--- src/rtl/pipeline_ctrl_pkg.sv ---
// rtl/pipeline_ctrl_pkg.sv - shared encodings for the pipeline stall/flush sequencer
package pipeline_ctrl_pkg;

  typedef enum logic {
    ST_RUN      = 1'b0,
    ST_MEM_WAIT = 1'b1
  } ctrlState_t;

  localparam logic [2:0] MEMREAD_NONE = 3'b000;
  localparam logic [4:0] REG_ZERO     = 5'd0;

  // An operand only conflicts with a pending load when it is actually read.
  function automatic logic regMatch(input logic uses, input logic [4:0] src,
                                    input logic [4:0] dst);
    return uses && (src == dst);
  endfunction

endpackage

--- src/rtl/pipeline_ctrl_muldiv_busy_counter.sv ---
// rtl/pipeline_ctrl_muldiv_busy_counter.sv - iterative mul/div busy countdown with done pulse
module muldiv_busy_counter #(
  parameter int MULDIV_CYCLES = 32
) (
  input  logic clk,
  input  logic rst,
  input  logic start,
  output logic busy,
  output logic done
);

  localparam logic [5:0] LOAD_VALUE = 6'(MULDIV_CYCLES);

  logic [5:0] count;

  // done is registered so it lands in the cycle after the count reaches zero.
  always_ff @(posedge clk or posedge rst) begin
    if (rst) begin
      count <= 6'd0;
      done  <= 1'b0;
    end else begin
      done <= 1'b0;
      if (start) begin
        count <= LOAD_VALUE;
      end else if (count != 6'd0) begin
        count <= count - 6'd1;
        done  <= (count == 6'd1);
      end
    end
  end

  assign busy = (count != 6'd0);

endmodule

--- src/rtl/pipeline_ctrl.sv ---
// rtl/pipeline_ctrl.sv - merges load-use, mul/div, memory-wait and branch hazards into stage controls
module pipeline_ctrl
  import pipeline_ctrl_pkg::*;
#(
  parameter int MULDIV_CYCLES = 32,
  parameter int MEM_TIMEOUT   = 255
) (
  input  logic        clk,
  input  logic        rst,
  input  logic [4:0]  RegSource_ID,
  input  logic [4:0]  RegTarget_ID,
  input  logic        UsesRs_ID,
  input  logic        UsesRt_ID,
  input  logic        HiLoAccess_ID,
  input  logic        BranchTaken_ID,
  input  logic [4:0]  WriteRegAddr_EX,
  input  logic [2:0]  MemRead_EX,
  input  logic        MulDivStart_EX,
  input  logic        MemAccess_MEM,
  input  logic        DMemReady,
  output logic        PCWrite,
  output logic        IFID_Write,
  output logic        IFID_Flush,
  output logic        IDEX_Flush,
  output logic        EXMEM_Write,
  output logic        MEMWB_Flush,
  output logic        MulDivBusy,
  output logic        MulDivDone,
  output logic        MemTimeout,
  output logic [31:0] StallCycles
);

  localparam logic [9:0] TIMEOUT_LIMIT = 10'(MEM_TIMEOUT);

  ctrlState_t state, nextState;
  logic [9:0] waitCnt;
  logic [9:0] waitInc;
  logic       freeze, mdHaz, luHaz;

  assign freeze = MemAccess_MEM & ~DMemReady;
  assign mdHaz  = HiLoAccess_ID & MulDivBusy;
  assign luHaz  = (MemRead_EX != MEMREAD_NONE) && (WriteRegAddr_EX != REG_ZERO) &&
                  (regMatch(UsesRs_ID, RegSource_ID, WriteRegAddr_EX) ||
                   regMatch(UsesRt_ID, RegTarget_ID, WriteRegAddr_EX));

  // Branch redirect is only honoured when no stall holds ID, since its operands may be stale.
  always_comb begin
    PCWrite     = 1'b1;
    IFID_Write  = 1'b1;
    IFID_Flush  = 1'b0;
    IDEX_Flush  = 1'b0;
    EXMEM_Write = 1'b1;
    MEMWB_Flush = 1'b0;
    if (freeze) begin
      PCWrite     = 1'b0;
      IFID_Write  = 1'b0;
      EXMEM_Write = 1'b0;
      MEMWB_Flush = 1'b1;
    end else if (mdHaz || luHaz) begin
      PCWrite    = 1'b0;
      IFID_Write = 1'b0;
      IDEX_Flush = 1'b1;
    end else if (BranchTaken_ID) begin
      IFID_Flush = 1'b1;
    end
  end

  always_comb begin
    nextState = state;
    case (state)
      ST_RUN:      if (freeze) nextState = ST_MEM_WAIT;
      ST_MEM_WAIT: if (DMemReady || !MemAccess_MEM) nextState = ST_RUN;
      default:     nextState = ST_RUN;
    endcase
  end

  always_ff @(posedge clk or posedge rst) begin
    if (rst) state <= ST_RUN;
    else     state <= nextState;
  end

  assign waitInc = (waitCnt == 10'h3FF) ? waitCnt : waitCnt + 10'd1;

  // waitCnt counts frozen edges, so it equals the number of wait cycles seen so far.
  always_ff @(posedge clk or posedge rst) begin
    if (rst) begin
      waitCnt    <= 10'd0;
      MemTimeout <= 1'b0;
    end else if (nextState == ST_RUN) begin
      waitCnt <= 10'd0;
    end else begin
      waitCnt <= waitInc;
      if (waitInc >= TIMEOUT_LIMIT) MemTimeout <= 1'b1;
    end
  end

  always_ff @(posedge clk or posedge rst) begin
    if (rst)                                  StallCycles <= 32'd0;
    else if (!PCWrite && StallCycles != '1)  StallCycles <= StallCycles + 32'd1;
  end

  muldiv_busy_counter #(
    .MULDIV_CYCLES(MULDIV_CYCLES)
  ) uMulDiv (
    .clk  (clk),
    .rst  (rst),
    .start(MulDivStart_EX & ~freeze),
    .busy (MulDivBusy),
    .done (MulDivDone)
  );

endmodule

--- config.mk ---
export PLATFORM = sky130hd
export DESIGN_NAME = pipeline_ctrl
export DESIGN_NICKNAME = d
export VERILOG_FILES = /design/src/rtl/pipeline_ctrl_pkg.sv /design/src/rtl/pipeline_ctrl_muldiv_busy_counter.sv /design/src/rtl/pipeline_ctrl.sv
export SDC_FILE = /design/constraint.sdc
export NUM_CORES = 1
export LEC_CHECK = 0
export ABC_AREA = 1
export ABC_CLOCK_PERIOD_IN_PS = 2600
export BUFFER_PORTS_ARGS = -buffer_cell sky130_fd_sc_hd__buf_4
export CAP_MARGIN = 15
export CORE_AREA = 2 2 86 88
export DETAILED_ROUTE_END_ITERATION = 6
export DIE_AREA = 0 0 88 90
export GPL_ROUTABILITY_DRIVEN = 0
export PLACE_DENSITY = 0.79
export SYNTH_ARGS = -nofsm -noshare
export SYNTH_HDL_FRONTEND = slang
export SYNTH_HIERARCHICAL = 1
export SYNTH_SLANG_ARGS = --single-unit
--- constraint.sdc ---
create_clock -name clk -period 2.6 [get_ports clk]
set_input_delay 0.13 -clock clk [delete_from_list [all_inputs] [get_ports clk]]
set_output_delay 0.13 -clock clk [all_outputs]
set_load 0.1 [all_outputs]
-- Yosys cells after proc, flatten, opt, wreduce, memory -nomap -nowiden
Cells that the tools add are included.
- bits in read-only memories: 0
- RAM bits: 0
- memories kept: 0
- latch bits: 0
- bits in registers: 51
- input bits: 27
- word-level logic and storage cells: 53
- output and inout bits: 41
- $mul: 0
- magnitude comparators: 1
- div/mod/pow operators: 0
- add/sub/neg operators: 3
- bitwise operators: 6
- shift-type cells: 0
- muxes and demuxes: 17
- equal/unequal tests: 5
- reductions and logical operators: 15
- operator list (operator ; count):
    $add 32x1->32 const B ; 1
    $ne 32x32->1 const B ; 1
    $mux 10 ; 2
    $mux 1 ; 12
    $mux 6 ; 2
    $add 10x1->10 const B ; 1
    $eq 10x10->1 const B ; 1
    $eq 5x5->1 ; 2
    $ge 10x8->1 const B ; 1
    $eq 6x1->1 const B ; 1
    $reduce_bool 6->1 ; 1
    $sub 6x1->6 const B ; 1
    $logic_and 1x1->1 ; 5
    $reduce_bool 5->1 ; 1
    $and 1x1->1 ; 3
    $logic_or 1x1->1 ; 3
    $not 1->1 ; 3
    $reduce_bool 3->1 ; 1
    $logic_not 1->1 ; 2
    $pmux 1 s2 ; 1
    $reduce_and 2->1 ; 1
    $reduce_bool 2->1 ; 1

-- Longest topological paths before layout
Gate-level depths: netlist (run 1).
- word-level depth: 9
- depth in mapped cells: 12
- mapped depth without buffers: 11

-- By module
Netlist (run 1), hierarchy kept.
- by module, submodules not included (module ; cells an instance ; instances ; area each (um^2) ; seq. area each (um^2)):
    pipeline_ctrl ; 470 ; 1 ; 3001.6 ; 1076.0
    muldiv_busy_counter ; 54 ; 1 ; 435.4 ; 175.2

-- Worst setup path before layout (run 1)
OpenSTA, ideal clock, no wires.
- path type: input-to-output
- from: input port MemAccess_MEM
- to: output port PCWrite
- required time: 2.470 ns
- buffers on the path: 2
- cell stages on the path: 7
- arrival: 3.869 ns
- slack: -1.399 ns
- path through: inv_1 > nor2_1 > inv_2 > nand3_2 > buf_1 > inv_1 > buf_4
- longest elaborated chain between the ends: 2
- RTL lines (item ; RTL line ; source):
    from (decl) ; pipeline_ctrl.sv:19 ; input logic MemAccess_MEM,
    $and 1x1->1 ; pipeline_ctrl.sv:40 ; assign freeze = MemAccess_MEM & ~DMemReady;
    $mux 1 ; n/a ;
    to (decl) ; pipeline_ctrl.sv:21 ; output logic PCWrite,
Every way passes these cells.

-- Worst setup path in the final report (run 1)
- from: register uMulDiv.count[0]
- to: output port IFID_Flush
- longest elaborated chain between the ends: 5
- RTL lines (item ; RTL line ; source):
    from (decl) ; pipeline_ctrl_muldiv_busy_counter.sv:14 ; logic [5:0] count;
    from (signal assigned) ; pipeline_ctrl_muldiv_busy_counter.sv:26 ; count <= count - 6'd1;
    $reduce_bool 6->1 ; pipeline_ctrl_muldiv_busy_counter.sv:32 ; assign busy = (count != 6'd0);
    $and 1x1->1 ; pipeline_ctrl.sv:41 ; assign mdHaz = HiLoAccess_ID & MulDivBusy;
    $logic_or 1x1->1 ; pipeline_ctrl.sv:59 ; end else if (mdHaz || luHaz) begin
    $mux 1 ; pipeline_ctrl.sv:59 ;
    $mux 1 ; pipeline_ctrl.sv:54 ; if (freeze) begin
    to (decl) ; pipeline_ctrl.sv:23 ; output logic IFID_Flush,
Every way passes these cells.

==> flow_summary.json, run 1 <==
{
  "synth_area_leaders": "dfrtp_1 (36%), nand2_1 (21%), nand3_1 (8.3%)",
  "synth-seq-cells": 50,
  "drive_gt1_share_pct": 17.7,
  "grt_usage_pct": 22.3,
  "r2r_slack_ns": 0.56,
  "dieArea_sq_um": 7920,
  "synth_top_area_share_pct": 36.4,
  "grt_overflow": 0,
  "cts_tree": "done",
  "slew_violations": 0,
  "tightest_slew_ns": 0.539,
  "min_period_ns": 2.29,
  "grt_start_max_net_pins": 44,
  "finalSetupViolations": 0,
  "ir_worst_vdd_mv": 0.274,
  "row_count": 31,
  "ys_types": 29,
  "slew-limit-headroom_pct": 63.8,
  "dr.pass1.iters": 6,
  "post-synth-top-area-cell": "dfrtp_1",
  "cp_slowest_cell": "dfrtp_1",
  "critPathTopFamily": "simple AND/OR/NAND/NOR gates",
  "numCtsBuffers": 5,
  "yosys.area_share.simple_pct": 44.3,
  "min_to": "waitCnt[7]$_DFF_PP0_",
  "ys_warn_count": 6,
  "hp-start": "DMemReady",
  "grt_pass1_vias": 3306,
  "dp_hpwl_um": 6460,
  "wl_per_cell_um": 12.1,
  "clk_path_buf_depth": 2,
  "dpl-instance-area_sq_um": 4060,
  "drt_iter0_markers": 221,
  "maxCapViolations": 0,
  "yosysSeqAreaShare_pct": 36.4,
  "antenna_found_initial": 0,
  "arrival_ns": 2.16,
  "synth_top_family_by_area": "simple AND/OR/NAND/NOR gates",
  "clk_latency_ns": 0.31,
  "max_stage_delay_ns": 0.41,
  "skew_ns": 0.00645,
  "hold_class": "primary input to flip-flop",
  "worstSetupStartpointType": "flip-flop",
  "fin_crit_sh_pct": 88.2,
  "crit_buf_inv": 2,
  "clock_sinks": 50,
  "design_area_sq_um": 4220,
  "required_ns": 2.47,
  "cellPowerDensity_nw_per_um2": 631,
  "finalHoldViolCount": 0,
  "ios": 68,
  "fin_util_pct": 60.1,
  "path_cells": "inv_1, ha_1, nand3_4, nand2_1, nand3_4, nor2_2, buf_4",
  "root_buffer": "clkbuf_8",
  "clk_pin_slew_ns": 0.10,
  "synthAdderAreaFrac_pct": 1.82,
  "h-tree-depth": 2,
  "r2r_end": "MemTimeout$_DFFE_PP0P_",
  "drt-total-wl_um": 8370,
  "core-area_sq_um": 7020,
  "timing.reg2reg.worst_path_depth": 9,
  "cts_setup_buffers": 0,
  "diodes": 0,
  "fill_cells": 651,
  "endpoint_kind": "primary output",
  "r2r_start": "waitCnt[0]$_DFF_PP0_",
  "p_leak_nw": 2.21,
  "postSynthAreaPerCell_sq_um": 6.56,
  "drc_errors": 0,
  "synth_xor_area_share_pct": 6.37,
  "synth-compound-area-share_pct": 2.29,
  "crit_fanout": 17,
  "path_common_cell": "nand3_4",
  "viasPerCell": 5.07,
  "outcome": "complete, no violations",
  "max_freq_mhz": 436,
  "grt_pass1_wl_um": 14500,
  "vias": 3511,
  "rsz0062_at_grt": "false",
  "syn-num-nets": 556,
  "syn_inst": 524,
  "muxShareOfSynthArea_pct": 0,
  "die_y_um": 90,
  "die_w_um": 88,
  "mappedNetlistArea_sq_um": 3440,
  "area_growth_pct": 22.7,
  "start_util_pct": 49.0,
  "min_path_cells": 4,
  "nets": 625,
  "ant_nets": 0,
  "critPathKind": "flip-flop to primary output",
  "portBuffers": 67
}
## area by class of cell
class                   instances  area [sq um]  area share (%)
multi-input cells             402          1910            45.2
flip-flops and latches         50          1250            29.7
repair buffers                 73           563            13.4
inverters                      61           235            5.58
well taps                      99           124            2.94
clock buffers                   5          68.8            1.63
clock inverters                 3          68.8            1.63
## worst max path at each step
stage                                       from  slack [ns]          to  depth (start not counted)
global route        uMulDiv/count[0]$_DFFE_PP0P_        0.14  IFID_Flush                          7
CTS                 uMulDiv/count[0]$_DFFE_PP0P_        0.16  IFID_Write                          7
finish              uMulDiv/count[0]$_DFFE_PP0P_        0.31  IFID_Flush                          7
global placement    uMulDiv/count[0]$_DFFE_PP0P_        0.58  IFID_Flush                          7
floorplan           uMulDiv/count[0]$_DFFE_PP0P_       -0.15     PCWrite                          8
detailed placement  uMulDiv/count[0]$_DFFE_PP0P_        0.51  IFID_Write                          7
## per-layer routing
metal  track usage, %  part of all wire, %  vias to the layer above
met5                0                    0                        -
met4             6.28                  1.8                        0
met3             4.13                  6.0                       23
met2             36.4                   48                      120
met1             30.0                   44                     1606
li1                 -                    -                     1762
## Yosys cell counts (all sizes together)
cell type and instances:
xnor2 7, o211ai 1, nor3 9, a21oi 5
nand2 199, dfrtp 50, nand3b 4, or2 1
o21ai 5, buf 11, inv 61, nor2 78
o31ai 1, ha 5, a31oi 1, xor2 18
nand3 61, a21o 1, nand4 6
## logic make-up after synthesis
logic type / count (synthesis)
AO/OA/AOI/OAI: 14
buffers and inverters: 72
flip-flops: 50
XOR/XNOR: 25
adder cells (fa/ha/maj): 5
AND/OR/NAND/NOR: 358
## what timing repair did
action                                 in CTS  in global routing
setup endpoints to repair                   0                  3
hold buffers                                1                  0
resized for setup                           0                  1
endpoints found under the hold margin      40                  0
## per-stage QoR
| stage | TNS [ns] | cells | worst slack, ns | hold slack, ns | total power (W) |
|---|---|---|---|---|---|
| floorplan | -0.238 | 524 | -0.153 | -0.0666 | 0.00179 |
| global placement | 0 | 684 | 0.584 | 0.0967 | 0.00199 |
| detailed placement | 0 | 684 | 0.510 | 0.0949 | 0.00202 |
| CTS | 0 | 693 | 0.163 | 0.0951 | 0.00267 |
| global route | 0 | 693 | 0.143 | 0.109 | 0.00281 |
| finish | 0 | 693 | 0.308 | 0.102 | 0.00266 |
## where the power goes
group	internal, W	total [W]	switching [W]	leakage [nW]
Combinational	0.000277	0.00103	0.000751	1.47
Clock	0.000385	0.000654	0.000269	0.0683
Sequential	0.000860	0.000976	0.000116	0.674
## worst reg2reg max path, stage by stage (launching register included)
cell,delay [ns]
dfrtp_1,0.40
ha_1,0.18
nand2_1,0.07
nor2_1,0.28
nand3_1,0.39
o21ai_1,0.32
nand3_1,0.11
nor2_1,0.10
nand3_1,0.07
nand2_1,0.07
## state kept, by name, indices dropped and copies added (netlist names)
register and count:
waitCnt 10, MemTimeout 1, uMulDiv/done 1, uMulDiv/count 6, StallCycles 32
## cells in the final DEF, fill, tap and decap left out, types with 3 or more instances in the layout
cell / instances
nand2_2: 4
nor2_1: 71
nand4_1: 6
buf_4: 71
xor2_1: 18
dfrtp_1: 50
xnor2_1: 7
inv_1: 53
o21ai_0: 4
ha_1: 5
clkbuf_8: 5
nor2_2: 4
inv_2: 6
nand3_1: 57
nand3b_1: 4
a21oi_1: 4
nor2_4: 3
nor3_1: 9
nand2_1: 195
Power figures use the tool's default switching activity.
==> run 2: changes to the inputs <==
--- a/config.mk
+++ b/config.mk
@@ -14,6 +14,8 @@
 export DIE_AREA = 0 0 88 90
 export GPL_ROUTABILITY_DRIVEN = 0
 export PLACE_DENSITY = 0.79
+export SETUP_SLACK_MARGIN = 0.5
+export SLEW_MARGIN = 30
 export SYNTH_ARGS = -nofsm -noshare
 export SYNTH_HDL_FRONTEND = slang
 export SYNTH_HIERARCHICAL = 1
==> run 2 against run 1 <==
  * Routed wire length is 0.69% higher
  * Design area is 0.53% higher
  * Final cell count rose by 0.14%
  * Combinational power about the same
  * Core utilization is 0.32 points higher
  * Clock power shrank 30%
  * Clock-buffer cell count did not move
  * Die area unchanged
  * Register-to-register slack better by 0.11 ns
  * Worst hold slack better by 0.017 ns
  * Critical path type unchanged
  * Critical endpoint is now PCWrite
==> flow_summary.json, run 2 (same netlist as run 1, synthesis figures left out) <==
{
  "drc_errors": 0,
  "cts_tree": "done",
  "min_period_ns": 1.95,
  "hold_slack_ns": 0.120,
  "antenna_found_initial": 0,
  "numCtsBuffers": 5,
  "die_w_um": 88,
  "critPathKind": "flip-flop to primary output",
  "final_cell_mix": "nand2_1 (194), nor2_1 (71), buf_4 (70)",
  "clock_sinks": 50,
  "grt_start_max_net_pins": 33,
  "outcome": "complete, no violations",
  "drt_iter0_markers": 285,
  "ir_worst_vdd_mv": 0.438,
  "vias": 3511,
  "min_to": "waitCnt[7]$_DFF_PP0_",
  "start_util_pct": 49.0,
  "crit_fanout": 11,
  "viasPerCell": 5.06,
  "hold_class": "primary input to flip-flop",
  "setup.worst_path.start": "uMulDiv/count[0]$_DFFE_PP0P_",
  "max_freq_mhz": 513,
  "cp_slowest_cell": "dfrtp_1",
  "required_ns": 2.47,
  "max_stage_delay_ns": 0.43,
  "finalHoldViolCount": 0,
  "setup_tns_ns": 0,
  "hp-start": "DMemReady",
  "drive_gt1_share_pct": 20.2,
  "cellPowerDensity_nw_per_um2": 592,
  "arrival_ns": 1.82,
  "wl_per_cell_um": 12.1,
  "dieArea_sq_um": 7920,
  "fin_crit_sh_pct": 75.0,
  "fin_util_pct": 60.4,
  "grt_usage_pct": 22.8,
  "grt_overflow": 0,
  "rsz0062_at_grt": "false",
  "r2r_end": "StallCycles[3]$_DFFE_PP0P_",
  "ios": 68,
  "min_path_cells": 4,
  "largest_register_ffs": 32,
  "final_common_cell": "nand2_1",
  "ant_nets": 0,
  "nets": 626,
  "slew-limit-headroom_pct": 66.3,
  "clk_path_buf_depth": 2,
  "h-tree-depth": 2,
  "grt_pass1_vias": 3462,
  "grt_pass1_wl_um": 14900,
  "dr.pass1.iters": 4,
  "finalSetupViolations": 0,
  "clk_pin_slew_ns": 0.10,
  "maxCapViolations": 0,
  "endpoint_kind": "primary output",
  "drt-total-wl_um": 8430,
  "r2r_slack_ns": 0.67,
  "clk_latency_ns": 0.31,
  "dp_hpwl_um": 6550,
  "tightest_slew_ns": 0.501,
  "portBuffers": 67,
  "reg_top3": "StallCycles (32), waitCnt (10), uMulDiv/count (6)",
  "p_leak_nw": 2.18,
  "skew_ns": 0.00997,
  "top_register": "StallCycles",
  "path_common_cell": "nand3_4",
  "diodes": 0,
  "worstSetupStartpointType": "flip-flop",
  "path_cells": "inv_2, ha_4, nand3_4, nand2_4, nand3_4, clkinvlp_4, buf_6",
  "core-area_sq_um": 7020,
  "r2r_start": "StallCycles[0]$_DFFE_PP0P_",
  "area_growth_pct": 23.3,
  "die_y_um": 90,
  "timing.reg2reg.worst_path_depth": 11,
  "slew_violations": 0,
  "root_buffer": "clkbuf_8",
  "row_count": 31
}
==> run 2: cell types whose count changed in the layout (fill, tap and decap cells not counted), sizes merged <==
cell | previous run | this run
buf | 72 | 73
bufinv | 2 | 0
clkinv | 1 | 3
clkinvlp | 1 | 2
inv | 60 | 59
==> run 2: through the flow <==
| stage | instances | power (W) | worst slack [ns] | instance area (sq um) |
|---|---|---|---|---|
| after global placement | 682 | 0.00202 | 0.639 | 4090 |
| after floorplan | 524 | 0.00183 | 0.381 | 3540 |
| after detailed placement | 682 | 0.00205 | 0.557 | 4100 |
| after CTS | 691 | 0.00251 | 0.493 | 4200 |
| final | 694 | 0.00251 | 0.651 | 4240 |
| after global routing | 694 | 0.00266 | 0.517 | 4240 |
==> run 2: worst max path at each step <==
stage | endpoint | cells past startpoint
2_1_floorplan | PCWrite | 7
3_3_place_gp | MemTimeout$_DFFE_PP0P_ | 9
3_5_place_dp | StallCycles[13]$_DFFE_PP0P_ | 11
4_1_cts | IFID_Write | 7
5_1_grt | MemTimeout$_DFFE_PP0P_ | 9
6_report | PCWrite | 7
==> run 2: worst max-delay path: cells and delay by family, from the launching register on <==
| kind | cells | cell delay, ns |
|---|---|---|
| fa+ha+maj | 1 | 0.17 |
| buf+inv | 3 | 0.49 |
| flops | 1 | 0.43 |
| simple gates | 3 | 0.41 |
==> run 2: final cells by class <==
type                            count  area [sq um]
Timing Repair Buffer               74           569
Tap cell                           99           124
Sequential cell                    50          1260
Multi-Input combinational cell    402          1940
Clock inverter                      3          21.3
Fill cell                         640          2780
Inverter                           61           254
Clock buffer                        5          68.8
==> run 2: timing repair <==
action                     4_1_cts  5_1_grt
hold endpoints to repair        34        0
gates resized for setup          0        5
setup buffers                    0        3
hold buffers                     1        0
setup endpoints to repair        2       36
==> run 2: layer usage <==
metal | GRT usage (%) | wire length (um) | vias up
met5 | 0 | 0 | -
met4 | 7.18 | 112 | 0
met3 | 4.78 | 509 | 8
met2 | 39.5 | 4270 | 117
met1 | 27.8 | 3540 | 1625
li1 | - | - | 1761
==> run 2: report_power, final <==
part           leakage [nW]  total, W  internal (W)  switching [W]
Sequential            0.663  0.000994      0.000869       0.000125
Combinational          1.48   0.00105      0.000295       0.000759
Clock                0.0441  0.000460      0.000189       0.000270
==> run 3: changes to the inputs <==
--- a/config.mk
+++ b/config.mk
@@ -6,14 +6,14 @@
 export NUM_CORES = 1
 export LEC_CHECK = 0
 export ABC_AREA = 1
-export ABC_CLOCK_PERIOD_IN_PS = 2600
+export ABC_CLOCK_PERIOD_IN_PS = 1600
 export BUFFER_PORTS_ARGS = -buffer_cell sky130_fd_sc_hd__buf_4
 export CAP_MARGIN = 15
 export CORE_AREA = 2 2 86 88
 export DETAILED_ROUTE_END_ITERATION = 6
 export DIE_AREA = 0 0 88 90
 export GPL_ROUTABILITY_DRIVEN = 0
-export PLACE_DENSITY = 0.79
+export PLACE_DENSITY = 0.81
 export SETUP_SLACK_MARGIN = 0.5
 export SLEW_MARGIN = 30
 export SYNTH_ARGS = -nofsm -noshare
==> constraint.sdc (replaced) <==
create_clock -name clk -period 1.6 [get_ports clk]
set_input_delay 0.08 -clock clk [delete_from_list [all_inputs] [get_ports clk]]
set_output_delay 0.08 -clock clk [all_outputs]
set_load 0.1 [all_outputs]
==> run 3 against run 2 <==
  * Routed wire length rose by 40%
  * Final cell count rose by 8.8%
  * Register-to-register slack got worse by 0.85 ns
  * Combinational power rose to 2.6 times the previous value
  * Design area rose by 27%
  * Clock skew rose by 0.0026 ns
  * Non-clock buffer count rose by 61
  * First-iteration DRC count rose by 61%
  * The flow now finishes with violations (setup timing)
  * Clock-buffer cell count rose by 1
  * Sequential cell count did not move
  * Worst setup slack got worse by 0.83 ns
  * Worst hold slack got worse by 0.044 ns
==> flow_summary.json, run 3 (same netlist as run 1, synthesis figures left out) <==
{
  "ios": 68,
  "fin_util_pct": 76.8,
  "switchingPower_w": 0.00225,
  "cellPowerDensity_nw_per_um2": 979,
  "met1_length_um": 4560,
  "drt-total-wl_um": 11800,
  "dp_hpwl_um": 7000,
  "slew_violations": 0,
  "p_leak_nw": 2.63,
  "outcome": "finished with violations",
  "dr.pass1.iters": 5,
  "final_common_cell": "nand2_1",
  "max_freq_mhz": 562,
  "ir_worst_vdd_mv": 0.537,
  "critPathKind": "flip-flop to flip-flop",
  "reg_top3": "StallCycles (32), waitCnt (10), uMulDiv/count (6)",
  "rsz0062_at_grt": "true",
  "grt_pass1_vias": 3650,
  "path_cells": "ha_2, nand2_4, nor2_4, nand3_4, buf_6, nand2_1, nand3_1, nor2_1, nand3_1, nand2_1",
  "wl_met2_um": 5830,
  "crit_fanout": 6,
  "top_register": "StallCycles",
  "core-area_sq_um": 7020,
  "cp_slowest_cell": "dfrtp_1",
  "grt_usage_pct": 26.2,
  "die_w_um": 88,
  "drc_errors": 0,
  "finalHoldViolCount": 0,
  "worstSetupStartpointType": "flip-flop",
  "largest_register_ffs": 32,
  "antenna_found_initial": 0,
  "ant_nets": 0,
  "hold_class": "primary input to flip-flop",
  "netSwitchingFraction_pct": 42.7,
  "critPathTopFamily": "simple AND/OR/NAND/NOR gates",
  "slew-limit-headroom_pct": 61.4,
  "cts_tree": "done",
  "start_util_pct": 49.0,
  "p_int_w": 0.00302,
  "clk_path_buf_depth": 2,
  "max_stage_delay_ns": 0.37,
  "arrival_ns": 2.02,
  "fin_crit_sh_pct": 111,
  "nets": 687,
  "die_y_um": 90,
  "endpoint_kind": "flip-flop",
  "clk_pin_slew_ns": 0.11,
  "violations": "setup timing",
  "grt_start_max_net_pins": 44,
  "portBuffers": 67,
  "clock_sinks": 50,
  "root_buffer": "clkbuf_8",
  "crit_buf_inv": 1,
  "finalSetupViolations": 39,
  "h-tree-depth": 2,
  "routed-wl-met3_um": 990,
  "grt_pass1_wl_um": 16700,
  "area_growth_pct": 56.8,
  "final_cell_mix": "nand2_1 (188), buf_4 (68), nor2_1 (62)",
  "row_count": 31,
  "placed_cells": 712,
  "drive_gt1_share_pct": 36.6,
  "p_clk_share_pct": 17.8,
  "power_frac_comb_pct": 51.0,
  "stdcell_count": 755,
  "numCtsBuffers": 5,
  "min_period_ns": 1.78,
  "diodes": 0,
  "skew_ns": 0.0126,
  "vias": 4114,
  "fin_ws_ns": -0.179,
  "drt_iter0_markers": 460,
  "grt_overflow": 0,
  "dieArea_sq_um": 7920,
  "required_ns": 1.85,
  "wl_per_cell_um": 15.6,
  "top_layer_used": "met4",
  "power_frac_seq_pct": 31.2,
  "clk_latency_ns": 0.32,
  "tightest_slew_ns": 0.579,
  "maxCapViolations": 0,
  "viasPerCell": 5.45
}
run 3: layout make-up:
| cell class | instances | area, sq um |
|---|---|---|
| multi-input combinational | 402 | 2200 |
| fill | 454 | 1630 |
| timing repair buffer | 135 | 1420 |
| sequential | 50 | 1300 |
| inverter | 61 | 243 |
| tap | 99 | 124 |
| clock buffer | 6 | 72.6 |
| clock inverter | 2 | 37.5 |
run 3: power by group through the flow:
stage	clock, W	sequential (W)	combinational, W
after floorplan	0	0.00213	0.000897
after global placement	0	0.00163	0.00182
after detailed placement	0	0.00164	0.00187
after CTS	0.000936	0.00162	0.00227
after global routing	0.000974	0.00166	0.00285
final	0.000940	0.00165	0.00269
run 3: repair_timing:
item | 4_1_cts | 5_1_grt
setup endpoints to repair | 81 | 75
hold buffers | 1 | 0
pin swaps | 18 | 22
endpoints found under the hold margin | 50 | 0
gates resized for setup | 91 | 54
setup buffers | 15 | 19
run 3: routing by layer:
metal  vias to the layer above  global-route usage, %
met5                         -                      0
met4                         0                   8.59
met3                        53                   4.22
met2                       274                   43.5
met1                      1896                   34.4
li1                       1891                      -
run 3: path summary, 6_finish.rpt:
path,start,endpoint,slack (ns),cells after the start
max,waitCnt[1]$_DFF_PP0_,MemTimeout$_DFFE_PP0P_,-0.18,10
min,DMemReady,waitCnt[7]$_DFF_PP0_,0.08,4
max reg2reg,waitCnt[1]$_DFF_PP0_,MemTimeout$_DFFE_PP0P_,-0.18,10
min reg2reg,StallCycles[28]$_DFFE_PP0P_,StallCycles[28]$_DFFE_PP0P_,0.52,2
max in group asynchronous,rst,StallCycles[7]$_DFFE_PP0P_,0.65,4
min in group asynchronous,rst,uMulDiv/count[0]$_DFFE_PP0P_,0.28,3
run 3: metrics by stage:
| stage | hold WS [ns] | power (W) | cell area (sq um) | worst slack (ns) | TNS (ns) |
|---|---|---|---|---|---|
| 2_1_floorplan | -0.117 | 0.00302 | 3630 | -0.533 | -9.77 |
| 3_3_place_gp | 0.0428 | 0.00345 | 4430 | 0.0153 | 0 |
| 3_5_place_dp | 0.0470 | 0.00352 | 4430 | -0.0371 | -0.821 |
| 4_1_cts | 0.0480 | 0.00482 | 5030 | -0.0649 | -1.62 |
| 5_1_grt | 0.0965 | 0.00549 | 5390 | -0.265 | -6.97 |
| 6_report | 0.0760 | 0.00528 | 5390 | -0.179 | -3.98 |
run 3: worst min-delay path, stage by stage:
cell and delay, ns:
buf_4 0.09, nor2_4 0.07, nand2_1 0.09, inv_1 0.04
